--- config.mk ---
export PLATFORM = sky130hd
export DESIGN_NAME = psd_lpf_ctrl
export DESIGN_NICKNAME = d
export VERILOG_FILES = /design/src/rtl/psd_lpf_ctrl.sv
export SDC_FILE = /design/constraint.sdc
export NUM_CORES = 1
export LEC_CHECK = 0
export ABC_CLOCK_PERIOD_IN_PS = 5900
export BUFFER_PORTS_ARGS = -buffer_cell sky130_fd_sc_hd__clkbuf_2
export CAP_MARGIN = 5
export CORE_ASPECT_RATIO = 0.7
export CORE_MARGIN = 5
export CORE_UTILIZATION = 40
export DETAILED_ROUTE_END_ITERATION = 6
export GPL_ROUTABILITY_DRIVEN = 0
export GPL_TIMING_DRIVEN = 0
export PLACE_DENSITY = 0.69
export SYNTH_ARGS = -nofsm -noshare
export SYNTH_HDL_FRONTEND = slang
export SYNTH_SLANG_ARGS = --single-unit
--- constraint.sdc ---
create_clock -name i_clk -period 5.9 [get_ports i_clk]
set_input_delay 1.18 -clock i_clk [delete_from_list [all_inputs] [get_ports i_clk]]
set_output_delay 1.18 -clock i_clk [all_outputs]
set_load 0.005 [all_outputs]
--- src/rtl/psd_lpf_ctrl.sv ---
// psd_lpf_ctrl
//   Configuration and capture controller for the PSD low-pass filter bank.
//   A new coefficient/slope pair is accepted through a valid/ready handshake
//   and driven to the filter. The block then waits for the filter to settle
//   before reporting lock. Once locked, single-cycle measurement requests
//   snapshot the four filter outputs.
//
// Ports
//   i_clk, i_rst_n          clock (rising edge), async active-low reset
//   i_cfg_valid/o_cfg_ready configuration handshake
//   i_cfg_coef, i_cfg_mod   requested coefficient (shift) and slope mode
//   i_abort                 abandon settle/lock, return to IDLE
//   i_meas_req              one-cycle capture request
//   i_iir_valid             filter output valid
//   i_A_X..i_B_Y            signed 36-bit filter outputs
//   o_coefficient, o_mod    configuration currently driven to the filter
//   o_res_A_X..o_res_B_Y    captured results
//   o_res_valid             one-cycle pulse when new results are present
//   o_locked                filter settled under the current configuration
//   o_meas_err              one-cycle pulse when a request is rejected
//   o_meas_cnt              captures since the last accepted configuration
//   o_state                 FSM state (00 IDLE, 01 SETTLE, 10 LOCKED)

module psd_lpf_ctrl #(
  parameter int SETTLE_SHIFT = 3,
  parameter int PIPE_LAT     = 8
) (
  input  logic        i_clk,
  input  logic        i_rst_n,
  input  logic        i_cfg_valid,
  input  logic [3:0]  i_cfg_coef,
  input  logic [1:0]  i_cfg_mod,
  output logic        o_cfg_ready,
  input  logic        i_abort,
  input  logic        i_meas_req,
  input  logic        i_iir_valid,
  input  logic [35:0] i_A_X,
  input  logic [35:0] i_A_Y,
  input  logic [35:0] i_B_X,
  input  logic [35:0] i_B_Y,
  output logic [3:0]  o_coefficient,
  output logic [1:0]  o_mod,
  output logic [35:0] o_res_A_X,
  output logic [35:0] o_res_A_Y,
  output logic [35:0] o_res_B_X,
  output logic [35:0] o_res_B_Y,
  output logic        o_res_valid,
  output logic        o_locked,
  output logic        o_meas_err,
  output logic [15:0] o_meas_cnt,
  output logic [1:0]  o_state
);

  typedef enum logic [1:0] {
    IDLE   = 2'b00,
    SETTLE = 2'b01,
    LOCKED = 2'b10
  } state_t;

  state_t      state_q, state_d;
  logic [23:0] cnt_q, cnt_d;
  logic [3:0]  coef_q, coef_d;
  logic [1:0]  mod_q, mod_d;
  logic [35:0] res_ax_q, res_ax_d;
  logic [35:0] res_ay_q, res_ay_d;
  logic [35:0] res_bx_q, res_bx_d;
  logic [35:0] res_by_q, res_by_d;
  logic        res_valid_q, res_valid_d;
  logic        locked_q, locked_d;
  logic        meas_err_q, meas_err_d;
  logic [15:0] meas_cnt_q, meas_cnt_d;

  logic        cfg_ready;
  logic        cfg_accept;
  logic [23:0] settle_len;
  logic [23:0] cnt_load;

  // Handshake and settle-length computation. The counter is loaded with
  // N-1 so that, with the filter valid throughout, lock is registered on
  // the N-th edge after acceptance. The worst case (2^20 + PIPE_LAT) fits
  // comfortably in 24 bits.
  always_comb begin
    cfg_ready  = ((state_q == IDLE) || (state_q == LOCKED)) && !i_abort;
    cfg_accept = cfg_ready && i_cfg_valid;
    settle_len = 24'(((32'(i_cfg_mod) + 32'd1) << (32'(i_cfg_coef) + 32'(SETTLE_SHIFT)))
                     + 32'(PIPE_LAT));
    cnt_load   = settle_len - 24'd1;
  end

  // Next-state and output logic. Priority: abort, then configuration
  // acceptance, then per-state behaviour. The unused encoding falls into
  // the default branch and returns to IDLE.
  always_comb begin
    state_d     = state_q;
    cnt_d       = cnt_q;
    coef_d      = coef_q;
    mod_d       = mod_q;
    res_ax_d    = res_ax_q;
    res_ay_d    = res_ay_q;
    res_bx_d    = res_bx_q;
    res_by_d    = res_by_q;
    res_valid_d = 1'b0;
    locked_d    = locked_q;
    meas_err_d  = 1'b0;
    meas_cnt_d  = meas_cnt_q;

    if (i_abort) begin
      state_d  = IDLE;
      locked_d = 1'b0;
      cnt_d    = 24'd0;
    end else if (cfg_accept) begin
      // Configuration wins over a simultaneous measurement request,
      // which is then reported as rejected.
      state_d    = SETTLE;
      coef_d     = i_cfg_coef;
      mod_d      = i_cfg_mod;
      cnt_d      = cnt_load;
      meas_cnt_d = 16'd0;
      locked_d   = 1'b0;
      meas_err_d = i_meas_req;
    end else begin
      unique case (state_q)
        IDLE: begin
          meas_err_d = i_meas_req;
        end
        SETTLE: begin
          meas_err_d = i_meas_req;
          // Once the count is exhausted the counter parks at zero until
          // the filter reports valid output.
          if (cnt_q != 24'd0) begin
            cnt_d = cnt_q - 24'd1;
          end else if (i_iir_valid) begin
            state_d  = LOCKED;
            locked_d = 1'b1;
          end
        end
        LOCKED: begin
          if (i_meas_req) begin
            res_ax_d    = i_A_X;
            res_ay_d    = i_A_Y;
            res_bx_d    = i_B_X;
            res_by_d    = i_B_Y;
            res_valid_d = 1'b1;
            if (meas_cnt_q != 16'hFFFF) begin
              meas_cnt_d = meas_cnt_q + 16'd1;
            end
          end
        end
        default: begin
          state_d  = IDLE;
          locked_d = 1'b0;
        end
      endcase
    end
  end

  // State and datapath registers, all cleared asynchronously.
  always_ff @(posedge i_clk or negedge i_rst_n) begin
    if (!i_rst_n) begin
      state_q     <= IDLE;
      cnt_q       <= 24'd0;
      coef_q      <= 4'd0;
      mod_q       <= 2'd0;
      res_ax_q    <= 36'd0;
      res_ay_q    <= 36'd0;
      res_bx_q    <= 36'd0;
      res_by_q    <= 36'd0;
      res_valid_q <= 1'b0;
      locked_q    <= 1'b0;
      meas_err_q  <= 1'b0;
      meas_cnt_q  <= 16'd0;
    end else begin
      state_q     <= state_d;
      cnt_q       <= cnt_d;
      coef_q      <= coef_d;
      mod_q       <= mod_d;
      res_ax_q    <= res_ax_d;
      res_ay_q    <= res_ay_d;
      res_bx_q    <= res_bx_d;
      res_by_q    <= res_by_d;
      res_valid_q <= res_valid_d;
      locked_q    <= locked_d;
      meas_err_q  <= meas_err_d;
      meas_cnt_q  <= meas_cnt_d;
    end
  end

  assign o_cfg_ready   = cfg_ready;
  assign o_coefficient = coef_q;
  assign o_mod         = mod_q;
  assign o_res_A_X     = res_ax_q;
  assign o_res_A_Y     = res_ay_q;
  assign o_res_B_X     = res_bx_q;
  assign o_res_B_Y     = res_by_q;
  assign o_res_valid   = res_valid_q;
  assign o_locked      = locked_q;
  assign o_meas_err    = meas_err_q;
  assign o_meas_cnt    = meas_cnt_q;
  assign o_state       = state_q;

endmodule

==> results.md, run 1 <==
* Run status: finished clean
* CP max stage cell: sky130_fd_sc_hd__nor3b_1
* Crit path capture type: flip-flop
* Post-DP HPWL at 19870 microns
* FF-to-FF End: o_res_A_Y[2]
* Crit path arrival time at 3.91 ns
* Most repeated cell in the gate-level netlist after synthesis: sky130_fd_sc_hd__dfrtp_1
* TritonCTS clock tree: done
* Depth of the worst register-to-register path at 6
* Number of stages on the worst setup path at 9
* DP Worst Slack at 1.965 ns
* Post-DR wirelength/cell at 19.04 microns
* Sink count of the clock tree at 194
* Total I/O pin count at 328
* Clock Tree Buf Depth at 2
* Largest stage delay on the critical path at 0.56 ns
* Net count after synthesis at 859
* Crit path capture: cnt_q[6]
* Layout cells sized above 1 at 51.09%
* Sum of overflow across all layers after global routing at 0
* Maximum resistive drop on vdd at 0.0001779 V
* CP startpoint: i_cfg_coef[0]
* Library cell occupying the most area in the post-synthesis netlist: sky130_fd_sc_hd__dfrtp_1
* Class of the most critical setup path: input port to flip-flop
* Commonest cells in the netlist: sky130_fd_sc_hd__dfrtp_1, sky130_fd_sc_hd__mux2_2, sky130_fd_sc_hd__nand2_1
* Final setup slack of the worst path at 2.369 ns
* Sequential group share of total power at 46.4%
* Initial antenna violation count at 0
* Required time at the worst-slack endpoint at 6.28 ns
* Die span in x at 186.1 microns
* Share of synthesized registers carrying an async set or reset at 100.0%
* Setup repair after global routing missed its margin: no
* Leading cell types by total area after synthesis: sky130_fd_sc_hd__dfrtp_1, sky130_fd_sc_hd__mux2_2, sky130_fd_sc_hd__nand2_1, sky130_fd_sc_hd__nor2_1, sky130_fd_sc_hd__xor2_1
* Number of endpoints failing setup at the final stage at 0
* Final clock period utilization by the worst path at 59.84%
* Die H at 133.2 microns
* Post-detailed-route DRC marker count at 0
* Floorplan row count at 45
* Layout Nets at 1203
* Leakage at 5.862 nW
* Clock network power share at 33.8%
* Total negative slack at 0 ns
* Chain of cells forming the critical path: clkbuf_2 > buf_2 > inv_1 > ha_1 > clkbuf_1 > nor3b_1 > mux2i_1 > o41ai_1 > o311a_1
* Clk root buf: sky130_fd_sc_hd__clkbuf_16
* Reg-to-reg setup timing slack at 3.33 ns
* Vias/cell at 5.206
* Per-instance average area after synthesis at 12.43 sq um
* Cell area power density at 309.7 nW/um^2
* Number of gates resized after cts at 0
* Buf/Inv on CP at 4
* Count of TritonRoute iterations in the first routing pass at 5
* Share of synthesized area occupied by flip-flops and latches at 55.94%
* Cell family with the largest share of critical-path delay: buffers and inverters
* Max_slew headroom at 52.60%
* Largest driver fanout on the critical path at 10
* Maximum clock rate at 0.2832 GHz
* Wire length of the first global-routing pass at 38860 microns
* Critical path launch point type: input port
* Synth Cell Area at 8678 sq um
* Number of warnings printed during yosys synthesis at 0
* Synthesized netlist cell count at 698
* GRT Util Overall at 20.03%
* Post-synth top area share at 55.94%
* Start of the worst register-to-register path: o_state[0]
* Number of post-CTS setup repair buffers at 0
* Number of antenna-violating nets in the routed design at 0
* Count of unique library cells instantiated by Yosys at 71
* Number of synthesized flops with an enable pin at 0
* Internal cell power at 2.506 mW
* Hold violation count in the final report at 0
* Count of hold-fix buffers inserted at cts at 0
* Hold Path Stages at 2
* Count of buffers from port buffering at 324
* Latest clock arrival within the worst-skew pair at 0.44 ns
* Number of violations of the max-capacitance limit at 0
* Setup skew after layout at 0.01528 ns
* Via count of the first global-routing pass at 6862
* 1st-iter DRT viols at 382
* H-tree levels at 4
* Area growth from synthesis to final layout at 29.96%
* Clock Pin Slew Worst Setup and Hold Paths at 0.08 ns
* Clock buffer count from CTS at 17
* Net switching component of the power at 0.9877 mW
* Switching power share of the total at 28.27%
* Number of diodes added for antenna fixing at 0
* Synthesized flop and latch total at 194
* Die area at 24790 sq um
* Via count at 6960
* Worst Tran Pin Value at 0.7063 ns
* Effective utilization at floorplan at 40.35%
* Ys flop type: sky130_fd_sc_hd__dfrtp_1
* Core Area at 21510 sq um
* Largest net degree at the start of global routing at 111
* Fin. max-slew vios at 0
* Post-layout min period at 3.531 ns
* Comb pwr share at 19.9%
* Total wire length after detailed routing at 25450 microns
* Kind of path behind the tightest hold check: flip-flop to flip-flop
## flip-flops by register name, summed over array words and instances (netlist names), 4 cells and up
name	count
o_res_B_X	36
o_meas_cnt	16
o_res_A_X	36
o_res_A_Y	36
o_coefficient	4
cnt_q	24
o_res_B_Y	36
## placed cells by master (no fill, tap or decap), drive strengths merged, types with 4 or more instances in the layout
master	instances
ha	5
nand4	13
clkinvlp	4
a21boi	5
mux2	146
xor2	16
a221oi	6
clkbuf	358
nor2b	8
nand3	11
dfrtp	194
o22ai	4
a21oi	18
xnor2	13
o21ai	20
inv	16
nor3	14
nor4	7
nand2	46
and2	4
a311oi	4
a211oi	4
buf	25
a31oi	9
nor2	43
## area by class of cell
cell class                      instances  area (sq um)
Timing Repair Buffer                  325          1658
Inverter                               11         41.29
Tap cell                              282         352.8
Multi-Input combinational cell        454          3595
Buffer                                 39         187.7
Clock inverter                         13         146.4
Sequential cell                       194          4855
Clock buffer                           19         442.9
Fill cell                            1963         10230
## how the worst min path moves through the flow
stage,start,end,slack (ns)
after floorplan,o_mod[0],o_mod[0],0.47
after global placement,o_mod[1],o_mod[1],0.46
after detailed placement,o_coefficient[3],o_coefficient[3],0.47
after CTS,o_coefficient[0],o_coefficient[0],0.49
after global routing,o_res_B_X[26],o_res_B_X[26],0.52
final,o_coefficient[0],o_coefficient[0],0.49
## cell families (layout without fill, tap and decap cells)
kind of cell	Yosys count	after routing	share of synthesized area [%]
and+or+nand+nor	174	174	10.76
adders and majority gates	5	5	0.7209
DFF	194	194	55.94
xor gates and xnor gates	29	29	2.927
muxes	149	149	19.29
AOI/OAI and AO/OA	97	97	7.728
buffers and inverters	50	407	2.638
## worst register-to-register path: cells and delay by family (launching register included)
kind	cells	cell delay, ns
flops	1	0.46
buf+inv	2	0.66
mux	1	0.38
simple gates	3	0.95
## routing by layer
layer,global-route usage (%),vias up,share of wire (%)
li1,-,3218,-
met1,28.64,3431,45
met2,31.32,284,47
met3,4.421,27,7.1
met4,4.652,0,1.5
met5,0,-,0
## power groups by stage
stage	sequential (mW)	combinational (mW)	clock, mW
global route	1.64	0.762	1.27
CTS	1.62	0.702	1.21
detailed placement	1.64	0.700	0
finish	1.62	0.693	1.18
global placement	1.63	0.683	0
floorplan	1.64	0.334	0
## through the flow
step | power, mW | util, % | std cells | hold WS [ns] | instance area (sq um)
3_5_place_dp | 2.344 | 49.70 | 1305 | 0.4716 | 10690
4_1_cts | 3.531 | 52.44 | 1337 | 0.4943 | 11280
3_3_place_gp | 2.317 | 49.53 | 1304 | 0.4617 | 10650
6_report | 3.493 | 52.44 | 1337 | 0.4885 | 11280
5_1_grt | 3.671 | 52.44 | 1337 | 0.5174 | 11280
2_1_floorplan | 1.978 | - | 698 | 0.4697 | 8678
(Power assumes the default switching activity.)
==> run 2, diff against run 1 <==
--- a/config.mk
+++ b/config.mk
@@ -5,7 +5,8 @@
 export SDC_FILE = /design/constraint.sdc
 export NUM_CORES = 1
 export LEC_CHECK = 0
-export ABC_CLOCK_PERIOD_IN_PS = 5900
+export ABC_AREA = 1
+export ABC_CLOCK_PERIOD_IN_PS = 3150
 export BUFFER_PORTS_ARGS = -buffer_cell sky130_fd_sc_hd__clkbuf_2
 export CAP_MARGIN = 5
 export CORE_ASPECT_RATIO = 0.7
@@ -14,7 +15,7 @@
 export DETAILED_ROUTE_END_ITERATION = 6
 export GPL_ROUTABILITY_DRIVEN = 0
 export GPL_TIMING_DRIVEN = 0
-export PLACE_DENSITY = 0.69
+export PLACE_DENSITY = 0.71
 export SYNTH_ARGS = -nofsm -noshare
 export SYNTH_HDL_FRONTEND = slang
 export SYNTH_SLANG_ARGS = --single-unit
==> constraint.sdc (replaced) <==
create_clock -name i_clk -period 3.15 [get_ports i_clk]
set_input_delay 0.63 -clock i_clk [delete_from_list [all_inputs] [get_ports i_clk]]
set_output_delay 0.63 -clock i_clk [all_outputs]
set_load 0.005 [all_outputs]
==> run 2 against run 1 <==
Effect of this change:
- via count increased by 22%
- combinational power increased to 4.7 times the previous value
- first-iteration DRC count increased by 14%
- sequential power increased to 2.5 times the previous value
- utilization increased by 0.29 points
- largest cell class unchanged
- power increased to 2.7 times the previous value
- cell count increased by 32%
- count of clock-buffer cells in the layout unchanged
- global-route usage increased by 1.1 points
==> results.md, run 2 <==
* Run status: finished clean
* Largest net degree at the start of global routing at 103 (-7.2%)
* Share of synthesized area occupied by flip-flops and latches at 54.46% (-1.5 points)
* TritonCTS clock tree: done
* Vias/cell at 4.836 (-7.1%)
* Number of diodes added for antenna fixing at 0 (unchanged)
* Required time at the worst-slack endpoint at 3.47 ns (-2.81 ns)
* Multiplexer share of the synthesized area at 0% (-19 points)
* Crit path capture type: flip-flop
* Largest stage delay on the critical path at 0.36 ns (-0.20 ns)
* H-tree levels at 4 (unchanged)
* Comb pwr share at 34.8% (+15 points)
* Final hold slack at 0.2950 ns (-0.1935 ns)
* Chain of cells forming the critical path: clkbuf_2 > inv_2 > ha_1 > inv_1 > nor2_1 > and2_1 > nand3_2 > ha_1 > inv_1 > o21ai_1 > nand2_1 > nand3_1 > nand2_1 > nand2_1
* Post-layout min period at 2.133 ns
* Floorplan row count at 45 (unchanged)
* Maximum clock rate at 0.4688 GHz
* Fin. max-slew vios at 0 (unchanged)
* Die H at 134.9 microns (+1.2%)
* Per-instance average area after synthesis at 7.966 sq um (-36%)
* Area growth from synthesis to final layout at 28.89%
* Sink count of the clock tree at 194 (unchanged)
* Die area at 25420 sq um (+2.5%)
* Layout Nets at 1627 (+35%)
* Initial antenna violation count at 0 (unchanged)
* Crit path capture: cnt_q[4]
* Count of unique library cells instantiated by Yosys at 37 (-48%)
* Sum of overflow across all layers after global routing at 0 (unchanged)
* Via count of the first global-routing pass at 8304 (+21%)
* Leading cell types by total area after synthesis: sky130_fd_sc_hd__dfrtp_1, sky130_fd_sc_hd__nand2_1, sky130_fd_sc_hd__nand3_1, sky130_fd_sc_hd__nor2_1, sky130_fd_sc_hd__inv_1
* Fraction of the mapped netlist area in compound gates at 4.702% (-3.0 points)
* Count of hold-fix buffers inserted at cts at 0 (unchanged)
* Count of TritonRoute iterations in the first routing pass at 5 (unchanged)
* Class of the most critical setup path: input port to flip-flop
* CP startpoint: i_cfg_coef[0]
* Via count at 8511 (+22%)
* Most repeated cell in the gate-level netlist after synthesis: sky130_fd_sc_hd__nand2_1
* 1st-iter DRT viols at 435 (+14%)
* Top library cells by usage in the layout, fill and taps aside: sky130_fd_sc_hd__nand2_1, sky130_fd_sc_hd__clkbuf_2, sky130_fd_sc_hd__dfrtp_1
* Final setup slack of the worst path at 1.017 ns (-1.352 ns)
* Core utilization of the finished layout at 52.72% (+0.29 points)
* Synth Cell Area at 8914 sq um (+2.7%)
* Placed Instances at 1729 (+32%)
* Clock Tree Buf Depth at 2 (unchanged)
* Count of buffers from port buffering at 327 (+0.93%)
* Number of violations of the max-capacitance limit at 0 (unchanged)
* Share of synthesized registers carrying an async set or reset at 100.0% (unchanged)
* Post-detailed-route DRC marker count at 0 (unchanged)
* Leakage at 6.657 nW (+14%)
* Most common cell after layout, fill and taps aside: sky130_fd_sc_hd__nand2_1
* Final Non-Filler Cells at 1760 (+32%)
* Sequential group share of total power at 43.2% (-3.2 points)
* Wire length of the first global-routing pass at 43070 microns (+11%)
* Number of synthesized flops with an enable pin at 0 (unchanged)
* Synthesized flop and latch total at 194 (unchanged)
* Clk root buf: sky130_fd_sc_hd__clkbuf_16
* Ys flop type: sky130_fd_sc_hd__dfrtp_1
* Crit path arrival time at 2.45 ns (-1.46 ns)
* Number of antenna-violating nets in the routed design at 0 (unchanged)
* Cell area power density at 822.7 nW/um^2 (+170%)
* Clock network power share at 21.9% (-12 points)
* Depth of the worst register-to-register path at 12 (+6)
* Total I/O pin count at 328 (unchanged)
* GRT Util Overall at 21.11% (+1.1 points)
* Critical path launch point type: input port
* FF-to-FF End: cnt_q[20]
* Library cell occupying the most area in the post-synthesis netlist: sky130_fd_sc_hd__dfrtp_1
* Max_slew headroom at 44.61% (-8.0 points)
* Clock Pin Slew Worst Setup and Hold Paths at 0.07 ns (about the same)
* Maximum resistive drop on vdd at 0.0004161 V (+130%)
* Post-synth top area share at 54.46% (-1.5 points)
* Effective utilization at floorplan at 40.91% (+0.56 points)
* DP Worst Slack at 0.6163 ns (-1.348 ns)
* Number of warnings printed during yosys synthesis at 0 (unchanged)
* Synth Area in Adders at 0.7019% (-0.019 points)
* Total negative slack at 0 ns (unchanged)
* Setup skew after layout at 0.01430 ns (-0.0009841 ns)
* Net count after synthesis at 1280 (+49%)
* Hold violation count in the final report at 0 (unchanged)
* Number of post-CTS setup repair buffers at 0 (unchanged)
* Worst Tran Pin Value at 0.8308 ns (+0.1246 ns)
* Switching power share of the total at 37.15% (+8.9 points)
* Combinational family with the most area after synthesis: simple AND/OR/NAND/NOR gates
* Reg-to-reg setup timing slack at 1.11 ns (-2.22 ns)
* Post-DP HPWL at 21050 microns (+6.0%)
* Post-DR wirelength/cell at 15.40 microns (-19%)
* Setup repair after global routing missed its margin: no
* Number of endpoints failing setup at the final stage at 0 (unchanged)
* Die span in x at 188.4 microns (+1.3%)
* Largest driver fanout on the critical path at 6 (-4)
* Commonest cells in the netlist: sky130_fd_sc_hd__nand2_1, sky130_fd_sc_hd__dfrtp_1, sky130_fd_sc_hd__nor2_1
* Latest clock arrival within the worst-skew pair at 0.43 ns (about the same)
* Critical Path Most Common Cell: sky130_fd_sc_hd__nand2_1
* Final clock period utilization by the worst path at 67.72%
* Xor/xnor share of the synthesized area at 1.867% (-1.1 points)
* Total wire length after detailed routing at 27110 microns (+6.5%)
* Kind of path behind the tightest hold check: input port to async pin
* Clock buffer count from CTS at 17 (unchanged)
* Layout cells sized above 1 at 29.03% (-22 points)
* Synthesized netlist cell count at 1119 (+60%)
* Number of gates resized after cts at 0 (unchanged)
* CP max stage cell: sky130_fd_sc_hd__ha_1
* Post-Synth Simple-Gate Area at 33.59% (+23 points)
* Start of the worst register-to-register path: cnt_q[0]
* Net switching component of the power at 3.511 mW (+260%)
* Internal cell power at 5.940 mW (+140%)
* Core Area at 21790 sq um (+1.3%)
==> run 2: cell count changes after synthesis, sizes merged, moves of 6 or more <==
cell    change
xnor2      -12
nand3      +44
a31oi       -8
nand4       -7
nor2b       -8
nand2     +534
mux2      -146
o21ai      +21
nor3        -6
inv        +43
nor2       +28
o31ai       +6
a221oi      -6
==> run 2: layer usage <==
| metal | global-route usage (%) | share of wire [%] | up-vias |
|---|---|---|---|
| li1 | - | - | 4188 |
| met1 | 27.78 | 43 | 3943 |
| met2 | 32.93 | 45 | 334 |
| met3 | 7.390 | 9.4 | 46 |
| met4 | 6.917 | 2.6 | 0 |
| met5 | 0 | 0 | - |
==> run 2: per-stage QoR <==
step	instance area [sq um]	total power, mW
after global routing	11490	10.20
final	11490	9.452
after floorplan	8914	5.773
after CTS	11490	9.542
after global placement	10900	7.316
after detailed placement	10940	7.432
==> run 2: area by class of cell <==
| type | instances | area [sq um] |
|---|---|---|
| Fill cell | 2123 | 10300 |
| Sequential cell | 194 | 4855 |
| Multi-Input combinational cell | 827 | 3642 |
| Timing Repair Buffer | 328 | 1673 |
| Clock buffer | 19 | 442.9 |
| Tap cell | 282 | 352.8 |
| Buffer | 43 | 209.0 |
| Inverter | 55 | 207.7 |
| Clock inverter | 12 | 106.4 |
==> run 2: cells by family (layout without fill, tap and decap cells) <==
group / Yosys count / count (layout)
fa+ha+maj: 5 / 5
simple gates: 728 / 728
xor+xnor: 19 / 19
flops: 194 / 194
compound gates: 75 / 75
buf+inv: 98 / 457
==> run 2: worst max-delay path: cells and delay by family <==
kind | cells | cell delay, ns
simple gates | 7 | 0.75
buf+inv | 4 | 0.39
compound gates | 1 | 0.11
fa+ha+maj | 2 | 0.56
==> run 2: worst min-delay path by stage <==
stage | startpoint | to | slack (ns) | cells past startpoint
after floorplan | i_rst_n | cnt_q[0] | 0.33 | 0
after global placement | o_res_B_Y[26] | o_res_B_Y[26] | 0.45 | 2
after detailed placement | o_res_B_X[15] | o_res_B_X[15] | 0.46 | 2
after CTS | i_rst_n | o_res_A_Y[21] | 0.31 | 1
after global routing | i_rst_n | o_res_A_Y[20] | 0.35 | 1
final | i_rst_n | o_res_A_Y[20] | 0.30 | 1
==> run 2: power by group through the flow <==
stage / sequential [mW] / clock [mW] / combinational [mW]
2_1_floorplan: 4.11 / 0 / 1.66
3_3_place_gp: 4.09 / 0 / 3.23
3_5_place_dp: 4.10 / 0 / 3.33
4_1_cts: 4.08 / 2.13 / 3.33
5_1_grt: 4.22 / 2.23 / 3.75
6_report: 4.08 / 2.07 / 3.29
